<file path="src/rtl/cmd_assembler_if.sv">
// Bundle of the receive, command and transmit handshakes around cmd_assembler.
// master drives the UART/command-processor side; slave is the assembler itself.
interface cmd_assembler_if;
  logic        rx_rdy;
  logic [7:0]  rx_data;
  logic        clr_rx_rdy;
  logic [15:0] cmd;
  logic        cmd_rdy;
  logic        clr_cmd_rdy;
  logic        resp_vld;
  logic [7:0]  resp;
  logic        tx_busy;
  logic        trmt;
  logic [7:0]  tx_data;
  logic        frm_err;
  logic        resp_drop;

  modport master (
    output rx_rdy, rx_data, clr_cmd_rdy, resp_vld, resp, tx_busy,
    input  clr_rx_rdy, cmd, cmd_rdy, trmt, tx_data, frm_err, resp_drop
  );

  modport slave (
    input  rx_rdy, rx_data, clr_cmd_rdy, resp_vld, resp, tx_busy,
    output clr_rx_rdy, cmd, cmd_rdy, trmt, tx_data, frm_err, resp_drop
  );
endinterface

</file>
<file path="src/rtl/cmd_assembler.sv">
// Packs two UART bytes into a 16-bit command and paces response bytes to the
// transmitter through a one-entry buffer. Optional macro: CMD_TIMEOUT_EN.
//
// state | meaning
// HIGH  | await high byte
// LOW   | await low byte
// FULL  | cmd held, cmd_rdy asserted
module cmd_assembler #(
  parameter logic [19:0] TIMEOUT_CYCLES = 20'd1000000
) (
  input logic            clk,
  input logic            rst,
  cmd_assembler_if.slave bus
);

  typedef enum logic [1:0] {
    HIGH = 2'd0,
    LOW  = 2'd1,
    FULL = 2'd2
  } state_t;

  state_t      state_q, state_d;
  logic [7:0]  high_q, high_d;
  logic [15:0] cmd_q, cmd_d;
  logic        cmd_rdy_q, cmd_rdy_d;
  logic        clr_rx_rdy;

  logic [7:0]  rbuf_q, rbuf_d;
  logic        rbuf_vld_q, rbuf_vld_d;
  logic        trmt_q, trmt_d;
  logic [7:0]  tx_data_q, tx_data_d;
  logic        resp_drop_q, resp_drop_d;
  logic        can_issue;

`ifdef CMD_TIMEOUT_EN
  logic [19:0] tmo_cnt_q, tmo_cnt_d;
  logic        frm_err_q, frm_err_d;
  logic        tmo_hit;

  assign tmo_hit = (tmo_cnt_q == TIMEOUT_CYCLES - 20'd1);
`else
  logic        unused_timeout_cfg;

  assign unused_timeout_cfg = ^TIMEOUT_CYCLES;
`endif

  always_comb begin
    state_d    = state_q;
    high_d     = high_q;
    cmd_d      = cmd_q;
    cmd_rdy_d  = cmd_rdy_q;
    clr_rx_rdy = 1'b0;
`ifdef CMD_TIMEOUT_EN
    tmo_cnt_d  = tmo_cnt_q;
    frm_err_d  = 1'b0;
`endif
    unique case (state_q)
      HIGH: begin
        if (bus.rx_rdy) begin
          clr_rx_rdy = 1'b1;
          high_d     = bus.rx_data;
          state_d    = LOW;
`ifdef CMD_TIMEOUT_EN
          tmo_cnt_d  = '0;
`endif
        end
      end
      LOW: begin
        // A byte in the terminal-count cycle still wins over the timeout
        if (bus.rx_rdy) begin
          clr_rx_rdy = 1'b1;
          cmd_d      = {high_q, bus.rx_data};
          cmd_rdy_d  = 1'b1;
          state_d    = FULL;
        end
`ifdef CMD_TIMEOUT_EN
        else if (tmo_hit) begin
          state_d   = HIGH;
          frm_err_d = 1'b1;
        end else begin
          tmo_cnt_d = tmo_cnt_q + 20'd1;
        end
`endif
      end
      FULL: begin
        if (bus.clr_cmd_rdy) begin
          cmd_rdy_d = 1'b0;
          state_d   = HIGH;
        end
      end
      default: state_d = HIGH;
    endcase
    if (rst) clr_rx_rdy = 1'b0;
  end

  // trmt_q blocks back-to-back issue until the transmitter raises tx_busy
  always_comb begin
    can_issue   = !bus.tx_busy && !trmt_q;
    rbuf_d      = rbuf_q;
    rbuf_vld_d  = rbuf_vld_q;
    trmt_d      = 1'b0;
    tx_data_d   = tx_data_q;
    resp_drop_d = 1'b0;
    if (rbuf_vld_q) begin
      if (can_issue) begin
        trmt_d     = 1'b1;
        tx_data_d  = rbuf_q;
        rbuf_vld_d = bus.resp_vld;
        if (bus.resp_vld) rbuf_d = bus.resp;
      end else if (bus.resp_vld) begin
        resp_drop_d = 1'b1;
      end
    end else if (bus.resp_vld) begin
      if (can_issue) begin
        trmt_d    = 1'b1;
        tx_data_d = bus.resp;
      end else begin
        rbuf_d     = bus.resp;
        rbuf_vld_d = 1'b1;
      end
    end
  end

  always_ff @(posedge clk) begin
    if (rst) begin
      state_q     <= HIGH;
      high_q      <= 8'h00;
      cmd_q       <= 16'h0000;
      cmd_rdy_q   <= 1'b0;
      rbuf_q      <= 8'h00;
      rbuf_vld_q  <= 1'b0;
      trmt_q      <= 1'b0;
      tx_data_q   <= 8'h00;
      resp_drop_q <= 1'b0;
`ifdef CMD_TIMEOUT_EN
      tmo_cnt_q   <= '0;
      frm_err_q   <= 1'b0;
`endif
    end else begin
      state_q     <= state_d;
      high_q      <= high_d;
      cmd_q       <= cmd_d;
      cmd_rdy_q   <= cmd_rdy_d;
      rbuf_q      <= rbuf_d;
      rbuf_vld_q  <= rbuf_vld_d;
      trmt_q      <= trmt_d;
      tx_data_q   <= tx_data_d;
      resp_drop_q <= resp_drop_d;
`ifdef CMD_TIMEOUT_EN
      tmo_cnt_q   <= tmo_cnt_d;
      frm_err_q   <= frm_err_d;
`endif
    end
  end

  assign bus.clr_rx_rdy = clr_rx_rdy;
  assign bus.cmd        = cmd_q;
  assign bus.cmd_rdy    = cmd_rdy_q;
  assign bus.trmt       = trmt_q;
  assign bus.tx_data    = tx_data_q;
  assign bus.resp_drop  = resp_drop_q;
`ifdef CMD_TIMEOUT_EN
  assign bus.frm_err    = frm_err_q;
`else
  assign bus.frm_err    = 1'b0;
`endif

endmodule

</file>
<file path="src/flat_wrapper.sv">
// flat-port wrapper written by rule: the top's interface ports become plain ports
module cmd_assembler_flat 
#(
  parameter logic [19:0] TIMEOUT_CYCLES = 20'd1000000
)
  (clk, rst, bus_rx_rdy, bus_rx_data, bus_clr_cmd_rdy, bus_resp_vld, bus_resp, bus_tx_busy, bus_clr_rx_rdy, bus_cmd, bus_cmd_rdy, bus_trmt, bus_tx_data, bus_frm_err, bus_resp_drop);
  cmd_assembler_if bus_i ();
  input logic clk;
  input logic rst;
  input wire logic [$bits(bus_i.rx_rdy)-1:0] bus_rx_rdy;
  input wire logic [$bits(bus_i.rx_data)-1:0] bus_rx_data;
  input wire logic [$bits(bus_i.clr_cmd_rdy)-1:0] bus_clr_cmd_rdy;
  input wire logic [$bits(bus_i.resp_vld)-1:0] bus_resp_vld;
  input wire logic [$bits(bus_i.resp)-1:0] bus_resp;
  input wire logic [$bits(bus_i.tx_busy)-1:0] bus_tx_busy;
  output wire logic [$bits(bus_i.clr_rx_rdy)-1:0] bus_clr_rx_rdy;
  output wire logic [$bits(bus_i.cmd)-1:0] bus_cmd;
  output wire logic [$bits(bus_i.cmd_rdy)-1:0] bus_cmd_rdy;
  output wire logic [$bits(bus_i.trmt)-1:0] bus_trmt;
  output wire logic [$bits(bus_i.tx_data)-1:0] bus_tx_data;
  output wire logic [$bits(bus_i.frm_err)-1:0] bus_frm_err;
  output wire logic [$bits(bus_i.resp_drop)-1:0] bus_resp_drop;
  assign bus_i.rx_rdy = bus_rx_rdy;
  assign bus_i.rx_data = bus_rx_data;
  assign bus_i.clr_cmd_rdy = bus_clr_cmd_rdy;
  assign bus_i.resp_vld = bus_resp_vld;
  assign bus_i.resp = bus_resp;
  assign bus_i.tx_busy = bus_tx_busy;
  assign bus_clr_rx_rdy = bus_i.clr_rx_rdy;
  assign bus_cmd = bus_i.cmd;
  assign bus_cmd_rdy = bus_i.cmd_rdy;
  assign bus_trmt = bus_i.trmt;
  assign bus_tx_data = bus_i.tx_data;
  assign bus_frm_err = bus_i.frm_err;
  assign bus_resp_drop = bus_i.resp_drop;
  cmd_assembler #(.TIMEOUT_CYCLES(TIMEOUT_CYCLES)) u_core (.clk(clk), .rst(rst), .bus(bus_i));
endmodule
</file>
<file path="config.mk">
export PLATFORM = sky130hd
export DESIGN_NAME = cmd_assembler_flat
export DESIGN_NICKNAME = d
export VERILOG_FILES = /design/src/rtl/cmd_assembler_if.sv /design/src/rtl/cmd_assembler.sv /design/src/flat_wrapper.sv
export SDC_FILE = /design/constraint.sdc
export NUM_CORES = 1
export LEC_CHECK = 0
export BUFFER_PORTS_ARGS = -buffer_cell sky130_fd_sc_hd__clkbuf_2
export CAP_MARGIN = 20
export CORE_UTILIZATION = 55
export CTS_CLUSTER_DIAMETER = 200
export DETAILED_ROUTE_END_ITERATION = 10
export HOLD_SLACK_MARGIN = 0.12
export PLACE_DENSITY = 0.87
export SLEW_MARGIN = 20
export SYNTH_ARGS = -nofsm -noshare
export SYNTH_HDL_FRONTEND = slang
export SYNTH_SLANG_ARGS = --single-unit
</file>
<file path="constraint.sdc">
create_clock -name clk -period 2.5 [get_ports clk]
set_clock_uncertainty 0.2 [all_clocks]
set_input_delay 0 -clock clk [delete_from_list [all_inputs] [get_ports clk]]
set_output_delay 0 -clock clk [all_outputs]
set_load 0.05 [all_outputs]
</file>
==> summary.txt, run 1 <==
GRT
  • GR Overflow Total: 0
  • First-pass GRT wire length: a little over 6000 um
  • Total Routing Usage GR: 0.2346
  • Vias in the first global route: 1449
  • Largest net degree at the start of global routing: 56
  • Initial antenna violation count: 0

Worst setup path
  • WP buf/inv: 1
  • CP peak stage delay: 570 ps
  • Delay-heaviest family, CP: simple AND/OR/NAND/NOR gates
  • RR Startpoint: u_core.rbuf_vld_q
  • CP Data Required Time: roughly 2600 ps
  • CP Launch Type: register
  • CP Class: register to register
  • Critical Path AT: 2310 ps
  • Crit path from: u_core.rbuf_vld_q
  • CP max FO: 8
  • Crit end category: register
  • Worst path slowest cell: dlygate4sd3_1
  • Crit path cell chain: or3_1, and3_1, mux2i_1, dlygate4sd3_1

Timing
  • Fmax achieved: 0.4530 GHz
  • Setup TNS: 0 ps
  • Tcrit/Tclk final: 0.8829
  • Pins Over Slew Limit: 0
  • Setup violations, final: 0
  • Slew margin rel.: 0.3016
  • Minimum clock period: 2207 ps
  • Tightest Pin Transition: about 1000 ps
  • Hold Vio Cnt, Final: 0
  • RSZ-0062 raised after global routing: false

Routing
  • Wire per inst: approximately 12 um
  • Drt total wl: 3870 um
  • Final ANT Viol Nets: 0
  • Initial drt markers: just over 50
  • DR vias: between 1500 and 2000
  • DR vias/cell: approximately 5.1
  • First-pass DRT Iterations: 4
  • DRC: 0

Worst hold path
  • Hold crit path type: primary input to register
  • HP Start: bus_rx_data[6]

Synth
  • EDFF count, synth: 0
  • Cell count after synthesis: between 150 and 200
  • Synthesized flop and latch total: 46
  • Yosys cell types: 27
  • Yosys top cell area share: 0.4923
  • Area leader, netlist: dfxtp_1
  • Syn Std Cell Area: about 0.0019 mm2
  • Synth Net Count: 220
  • Top post-synthesis cells by area: dfxtp_1 49%, mux2i_1 13%, a21oi_1 7.2%
  • Synth warnings: 0
  • Syn Area/Cell: about 9.4 um2
  • Ys async rst share: 0
  • Sequential share of the synthesized area: 0.4923
  • Top FF cell, synth: dfxtp_1

Clock network
  • Post-cts resize count: 0
  • Htree depth: 2
  • Clock sink count: 46
  • Clk buf depth: 2
  • CTS tree: built
  • CTS Buf Count: 5
  • Clock transition at path regs: about 130 ps
  • Worst-Skew Late Latency: approximately 350 ps
  • Root Driver: clkbuf_4

Floorplanning
  • IO Pins: 51
  • Starting Density: 0.5980
  • DIE WIDTH: 60.32 um
  • Std cell rows: 20
  • Placeable Area: 0.003128 mm2
  • Die height: approximately 60 um
  • Die footprint: about 0.0036 mm2

Final layout
  • FF/Latch Area: about 920 um2
  • Fill count: 206
  • Area of the multi-input gates: roughly 860 um2
  • Nets: approximately 300
  • Fraction of layout cells with a size suffix above 1: 0.2546
  • Synth-to-Final Area Change: 31.97%
  • Final design area excluding fillers: roughly 0.0025 mm2
  • ANT cells: 0

Job
  • Maxcap violations: 0

Placement
  • Dpl cell area: between 0.002 and 0.0025 mm2
  • PortBufs: 49
  • DP HPWL: about 2500 um
  • Final Wtd Congestion: ~0.72

Power
  • Power per Cell Area: just over 600 mW/mm2
  • Max VDD drop: about 470 uV
  • Leakage: 1.037 nW

Outcome
  • Outcome: complete, no violations
report_power, final:
group	internal, mW	total, mW	switching, mW
Combinational	0.124	0.317	0.193
Sequential	0.778	0.808	0.0306
Clock	0.192	0.412	0.220
layout make-up:
type	instances	area share
Multi-Input combinational cell	137	0.3497
Clock buffer	8	0.03193
Tap cell	44	0.02230
Timing Repair Buffer	80	0.2230
Sequential cell	46	0.3730
repair_timing:
item                                   4_1_cts  5_1_grt
buffers inserted                             0        0
hold buffers                                29        0
endpoints found under the hold margin       37        0
layer usage:
layer	share of wire	global-route usage	wire length [um]
met5	0	0	0
met4	0.0098	0.07973	38
met3	0.056	0.08874	217
met2	0.50	0.4082	1935
met1	0.43	0.2615	1678
through the flow:
| step | util | setup slack [ps] | power, mW | hold slack (ps) | cells |
|---|---|---|---|---|---|
| final | 0.7892 | 292.7 | 1.537 | 219.1 | 315 |
| after global routing | 0.7892 | 208.9 | 1.609 | 204.2 | 315 |
| after CTS | 0.7892 | 312.3 | 1.555 | 188.3 | 315 |
| after detailed placement | 0.6712 | 772.5 | 1.103 | 43.52 | 278 |
| after global placement | 0.6712 | 812.6 | 1.095 | 42.16 | 278 |
| after floorplan | - | 879.7 | 1.040 | -64.00 | 198 |
logic make-up after synthesis:
family / synth area share
buf+inv: 0.04615
xor+xnor: 0.004683
simple gates: 0.1886
other cells: 0.002005
compound gates: 0.1378
mux: 0.1284
flops: 0.4923
state kept, by name, indices dropped and copies added, names as in the netlist, 2 cells and up:
name / count
u_core.rbuf_q: 8
u_core.bus.tx_data: 8
u_core.bus.cmd: 16
u_core.state_q: 2
u_core.high_q: 8
Yosys cell counts, drive strengths merged (2+ instances only):
library cell and instances:
nor2 9, nand2b 16, o21ai 3, buf 11, a211oi 8, nor3b 2, clkbuf 4, nor2b 3
a21oi 27, nand2 34, mux2i 24, dfxtp 46
worst reg2reg max path, cell delays in order, from the launching register on:
cell	delay (ps)
dfxtp_1	520
or3_1	160
and3_1	470
mux2i_1	250
dlygate4sd3_1	570
path summary, 6_finish.rpt:
kind,endpoint,slack (ps),cells past startpoint
min reg2reg,u_core.bus.cmd[1],260,2
max reg2reg,u_core.rbuf_q[6],290,4
max,u_core.rbuf_q[6],290,4
min,u_core.bus.cmd[6],220,4
layout by cell type (no fill, tap or decap):
master / instances
and3_1: 1
and3b_1: 1
or2_1: 1
nor3_1: 1
dlygate4sd3_1: 29
nor2_1: 8
clkbuf_4: 5
clkbuf_2: 49
or3_1: 1
nand2b_1: 16
nand3b_1: 1
and2_1: 1
a21oi_1: 27
dfxtp_1: 46
o31ai_1: 1
or3b_2: 1
clkbuf_8: 3
conb_1: 1
nor2b_1: 3
a211oi_2: 8
xnor2_1: 1
nand2_1: 34
nor3b_1: 2
nor2_2: 1
o21ai_0: 3
buf_4: 2
mux2i_1: 24
(Power assumes the default switching activity.)
==> run 2, diff against run 1 <==
--- a/config.mk
+++ b/config.mk
@@ -7,7 +7,9 @@
 export LEC_CHECK = 0
 export BUFFER_PORTS_ARGS = -buffer_cell sky130_fd_sc_hd__clkbuf_2
 export CAP_MARGIN = 20
-export CORE_UTILIZATION = 55
+export CELL_PAD_IN_SITES_DETAIL_PLACEMENT = 0
+export CELL_PAD_IN_SITES_GLOBAL_PLACEMENT = 1
+export CORE_UTILIZATION = 41
 export CTS_CLUSTER_DIAMETER = 200
 export DETAILED_ROUTE_END_ITERATION = 10
 export HOLD_SLACK_MARGIN = 0.12
==> summary.txt, run 2 (synthesis gave the netlist of run 1 again) <==
Timing
  • Minimum clock period: 1663 ps
  • RSZ-0062 raised after global routing: false
  • Slew margin rel.: 0.2962
  • Fmax achieved: between 0.6 and 0.7 GHz
  • Final setup margin: roughly 840 ps
  • Setup violations, final: 0
  • Hold Vio Cnt, Final: 0
  • Tightest Pin Transition: 1056 ps
  • Pins Over Slew Limit: 0
  • Tcrit/Tclk final: 0.6653
  • Setup TNS: 0 ps

Clock network
  • Root Driver: clkbuf_8
  • Worst-Skew Late Latency: 300 ps
  • CTS tree: built
  • Htree depth: 2
  • Clock sink count: 46
  • Clk buf depth: 2
  • Clock transition at path regs: roughly 80 ps
  • CTS Buf Count: 5
  • Post-cts resize count: 0

GRT
  • Met3 Use GR: 0.06105
  • Met2 Usage GRT: 0.2859
  • GR Overflow Total: 0
  • Vias in the first global route: roughly 1500
  • Total Routing Usage GR: 0.1718
  • Gr busiest metal: met2
  • Grt met1 use: 0.2062
  • Largest net degree at the start of global routing: 56
  • First-pass GRT wire length: approximately 6600 um
  • Initial antenna violation count: 0

Outcome
  • Outcome: complete, no violations

Worst setup path
  • CP Class: register to register
  • Reg2Reg Capture Point: u_core.bus.cmd[9]
  • Worst path slowest cell: nand3b_1
  • Critical Path AT: between 1500 and 2000 ps
  • Critical path destination: u_core.bus.cmd[9]
  • CP Data Required Time: 2440 ps
  • CP Launch Type: register
  • R2r setup slk: roughly 840 ps
  • CP Depth: 3
  • Crit path cell chain: nand3b_1, nand2_1, a21oi_1
  • Crit path from: u_core.state_q[1]
  • WP buf/inv: 0
  • RR Startpoint: u_core.state_q[1]
  • Crit end category: register
  • Delay-heaviest family, CP: simple AND/OR/NAND/NOR gates
  • CP peak stage delay: 600 ps
  • CP max FO: 17
  • Worst r2r path cells: 3

Power
  • Combinational share of power: 0.195
  • Power per Cell Area: ~650 mW/mm2
  • Clock power frac: 0.297
  • Sw Ratio: 0.2961
  • Sw power: 0.4697 mW
  • Sequential share of power: 0.507
  • Max VDD drop: about 370 uV
  • Int Power: 1.117 mW
  • Leakage: around 1 nW
  • Power Total: 1.587 mW

Job
  • Maxcap violations: 0

Floorplanning
  • Placeable Area: roughly 0.0044 mm2
  • Die footprint: 0.004837 mm2
  • DIE WIDTH: ~70 um
  • Die height: around 70 um
  • IO Pins: 51
  • Std cell rows: 24
  • Starting Density: 0.4267

Final layout
  • Nets: around 290
  • Final std cells w/o fill: ~320
  • Leading cell types in the layout, fill and taps excluded: 49 x clkbuf_2, 46 x dfxtp_1, 34 x nand2_1
  • Largest register FFs: 16
  • Fraction of layout cells with a size suffix above 1: 0.2717
  • Synth-to-Final Area Change: 30.17%
  • Fill count: between 400 and 500
  • Utilization after layout: 0.5554
  • ANT cells: 0
  • Most common cell after layout, fill and taps aside: clkbuf_2

Routing
  • DRC: 0
  • Initial drt markers: 72
  • Wire per inst: about 12 um
  • Drt total wl: about 3800 um
  • Final ANT Viol Nets: 0
  • First-pass DRT Iterations: 4
  • DR vias/cell: 4.912
  • DR vias: approximately 1600

Worst hold path
  • Hold crit path type: register to register

Placement
  • PortBufs: around 50
  • Final Wtd Congestion: between 0.7 and 0.8
  • Placed cells: between 200 and 300
  • DP HPWL: between 2000 and 2500 um
  • Place WS: between 800 and 900 ps
run 2: cell count changes in the layout (fill, tap and decap cells not counted):
cell and delta:
dlygate4sd3_1 -8, clkbuf_4 -5, clkbuf_8 +3, buf_4 +2
clkinv_2 +1, clkinvlp_4 +1, nor3b_1 -1, nor3b_2 +1
run 2: worst min-delay path by stage:
stage	from	end	slack, ps	cells past startpoint
2_1_floorplan	bus_rx_data[6]	u_core.bus.cmd[6]	-60	2
3_3_place_gp	bus_rx_data[5]	u_core.bus.cmd[5]	40	3
3_5_place_dp	bus_rx_data[5]	u_core.bus.cmd[5]	50	3
4_1_cts	u_core.bus.cmd[3]	u_core.bus.cmd[3]	260	2
5_1_grt	bus_rx_data[4]	u_core.bus.cmd[4]	270	4
6_report	u_core.high_q[6]	u_core.bus.cmd[14]	260	2
run 2: metrics by stage:
| stage | hold WS [ps] | cell area, um2 |
|---|---|---|
| after floorplan | -64.00 | 1871 |
| after global placement | 42.50 | 2130 |
| after detailed placement | 49.22 | 2130 |
| after CTS | 259.3 | 2435 |
| after global routing | 266.1 | 2435 |
| final | 255.3 | 2435 |
run 2: what timing repair did:
| action | CTS | global route |
|---|---|---|
| endpoints found under the hold margin | 37 | 0 |
| hold buffers | 21 | 0 |
| buffers inserted | 0 | 0 |
run 2: worst min-delay path, stage by stage (launching register included):
cell and delay, ps:
dfxtp_1 320, nand2_1 50, a21oi_1 50
run 2: layout make-up:
cell class,instances,area (um2),share of cell area
Clock buffer,6,82.58,0.03392
Clock inverter,2,12.51,0.005139
Multi-Input combinational cell,137,868.3,0.3566
Sequential cell,46,920.9,0.3782
Tap cell,52,65.06,0.02672
Timing Repair Buffer,74,485.5,0.1994
run 2: layer usage:
metal / up-vias / routed length, um
met5: - / 0
met1: 711 / 1816
met2: 47 / 1765
met3: 2 / 228
met4: 0 / 14
li1: 797 / -
run 2: power groups by stage:
stage	Combinational (mW)	Clock (mW)	Sequential, mW
6_report	0.310	0.472	0.805
5_1_grt	0.336	0.514	0.811
4_1_cts	0.312	0.485	0.805
3_5_place_dp	0.284	0	0.822
3_3_place_gp	0.283	0	0.820
2_1_floorplan	0.149	0	0.891
==> run 3, diff against run 2 <==
--- a/config.mk
+++ b/config.mk
@@ -9,11 +9,11 @@
 export CAP_MARGIN = 20
 export CELL_PAD_IN_SITES_DETAIL_PLACEMENT = 0
 export CELL_PAD_IN_SITES_GLOBAL_PLACEMENT = 1
-export CORE_UTILIZATION = 41
+export CORE_UTILIZATION = 38
 export CTS_CLUSTER_DIAMETER = 200
 export DETAILED_ROUTE_END_ITERATION = 10
 export HOLD_SLACK_MARGIN = 0.12
-export PLACE_DENSITY = 0.87
+export PLACE_DENSITY = 0.82
 export SLEW_MARGIN = 20
 export SYNTH_ARGS = -nofsm -noshare
 export SYNTH_HDL_FRONTEND = slang
==> constraint.sdc (replaced) <==
create_clock -name clk -period 1.7 [get_ports clk]
set_clock_uncertainty 0.2 [all_clocks]
set_input_delay 0 -clock clk [delete_from_list [all_inputs] [get_ports clk]]
set_output_delay 0 -clock clk [all_outputs]
set_load 0.05 [all_outputs]
==> summary.txt, run 3 (synthesis gave the netlist of run 1 again) <==
Floorplanning
  • IO Pins: approximately 50
  • Std cell rows: 25
  • Die footprint: roughly 0.0052 mm2
  • Placeable Area: roughly 0.0047 mm2
  • Starting Density: 0.3960
  • Die height: about 70 um
  • DIE WIDTH: roughly 72 um

Timing
  • Minimum clock period: around 1600 ps
  • Tcrit/Tclk final: 0.9216
  • Setup violations, final: 0
  • Tightest Pin Transition: 566.3 ps
  • RSZ-0062 raised after global routing: false
  • Hold Vio Cnt, Final: 0
  • Slew margin rel.: 0.6224
  • Pins Over Slew Limit: 0
  • Setup TNS: 0 ps
  • Fmax achieved: ~0.64 GHz

Routing
  • Final ANT Viol Nets: 0
  • Initial drt markers: 76
  • Drt total wl: roughly 3900 um
  • First-pass DRT Iterations: 4
  • DR vias: 1561
  • Wire per inst: 11.47 um
  • DRC: 0
  • DR vias/cell: approximately 4.6

Worst hold path
  • Hold crit path type: register to register
  • Hold Crit Depth: 2
  • Hold Crit Endpoint: u_core.bus.cmd[11]
  • HP Start: u_core.bus.cmd[11]

Clock network
  • Setup Fix Bufs, Post-CTS: 0
  • Worst-Skew Late Latency: just under 300 ps
  • Clk buf depth: 2
  • Root Driver: clkbuf_8
  • Clock sink count: 46
  • CTS Buf Count: 5
  • CTS tree: built
  • Clock transition at path regs: approximately 90 ps
  • Htree depth: 2

Final layout
  • Area of the multi-input gates: around 870 um2
  • Leading cell types in the layout, fill and taps excluded: 48 x clkbuf_2, 45 x dfxtp_1, 34 x nand2_1
  • Fraction of layout cells with a size suffix above 1: 0.2852
  • ANT cells: 0
  • Most common cell after layout, fill and taps aside: clkbuf_2
  • Synth-to-Final Area Change: 35.72%
  • FF/Latch Area: around 900 um2
  • Nets: 291
  • Fill count: approximately 460
  • Largest register FFs: 16
  • Final design area excluding fillers: between 0.002 and 0.003 mm2

Power
  • Max VDD drop: 462.3 uV
  • Power Total: approximately 2.5 mW
  • Power per Cell Area: 972.8 mW/mm2
  • Leakage: around 1.0 nW

Worst setup path
  • WP buf/inv: 0
  • CP Class: register to register
  • CP Launch Type: register
  • Crit end category: register
  • RR Startpoint: u_core.rbuf_vld_q
  • Crit path cell chain: or3_1, and3_1, mux2i_1
  • R2r setup slk: approximately 130 ps
  • CP Data Required Time: 1670 ps
  • CP peak stage delay: approximately 370 ps
  • Worst r2r path cells: 3
  • Delay-heaviest family, CP: simple AND/OR/NAND/NOR gates
  • Worst path slowest cell: dfxtp_1
  • Reg2Reg Capture Point: u_core.rbuf_q[3]
  • CP max FO: 8
  • Critical Path AT: about 1500 ps

GRT
  • First-pass GRT wire length: 6624 um
  • Largest net degree at the start of global routing: 33
  • Vias in the first global route: between 1000 and 1500
  • Initial antenna violation count: 0
  • GR Overflow Total: 0
  • Total Routing Usage GR: 0.1634

Outcome
  • Outcome: complete, no violations

Placement
  • Final Wtd Congestion: 0.7499
  • PortBufs: 49
  • DP HPWL: between 2000 and 3000 um
  • Dpl cell area: 0.002203 mm2

Job
  • Maxcap violations: 0
[run 3: report_power, final]
group          switching [mW]  internal (mW)
Combinational           0.285          0.188
Clock                   0.376          0.437
Sequential             0.0413           1.14
Total                   0.701           1.77
[run 3: routing by layer]
layer  global-route usage  vias up  share of wire
met4              0.05229        0         0.0065
met3              0.05000        4          0.050
met2               0.2731       39           0.48
met5                    0        -              0
met1               0.2010      713           0.47
li1                     -      805              -
[run 3: worst min-delay path, delay by kind of cell (launching register included)]
family	cells	cell delay, ps
DFF	1	320
and+or+nand+nor	1	50
AOI/OAI and AO/OA	1	50
[run 3: stage by stage]
step	setup WS, ps	util	hold slack (ps)	instances
finish	133.3	0.5375	256.4	337
global route	45.67	0.5375	277.8	337
CTS	36.55	0.5372	259.1	337
detailed placement	135.8	0.4665	42.22	307
global placement	159.0	0.4665	43.98	307
floorplan	79.74	-	-64.00	198
[run 3: repair_timing]
item | 4_1_cts | 5_1_grt
setup endpoints to repair | 0 | 2
endpoints found under the hold margin | 38 | 0
hold buffers | 22 | 0
gates resized for setup | 0 | 2
[run 3: how the worst max path moves through the flow]
stage,end,slack (ps),startpoint,cells after the start
CTS,bus_clr_rx_rdy,40,rst,4
global placement,u_core.rbuf_q[3],160,u_core.rbuf_vld_q,3
detailed placement,u_core.rbuf_q[3],140,u_core.rbuf_vld_q,3
global route,bus_clr_rx_rdy,50,rst,4
finish,u_core.rbuf_q[3],130,u_core.rbuf_vld_q,3
floorplan,u_core.rbuf_q[0],80,u_core.bus.trmt,4
[run 3: cell type report]
type                    count  share of cell area
clock buffers               5             0.02711
well taps                  67             0.03302
repair buffers             79              0.2169
flip-flops and latches     46              0.3632
multi-input cells         137              0.3420
clock inverters             3             0.01774
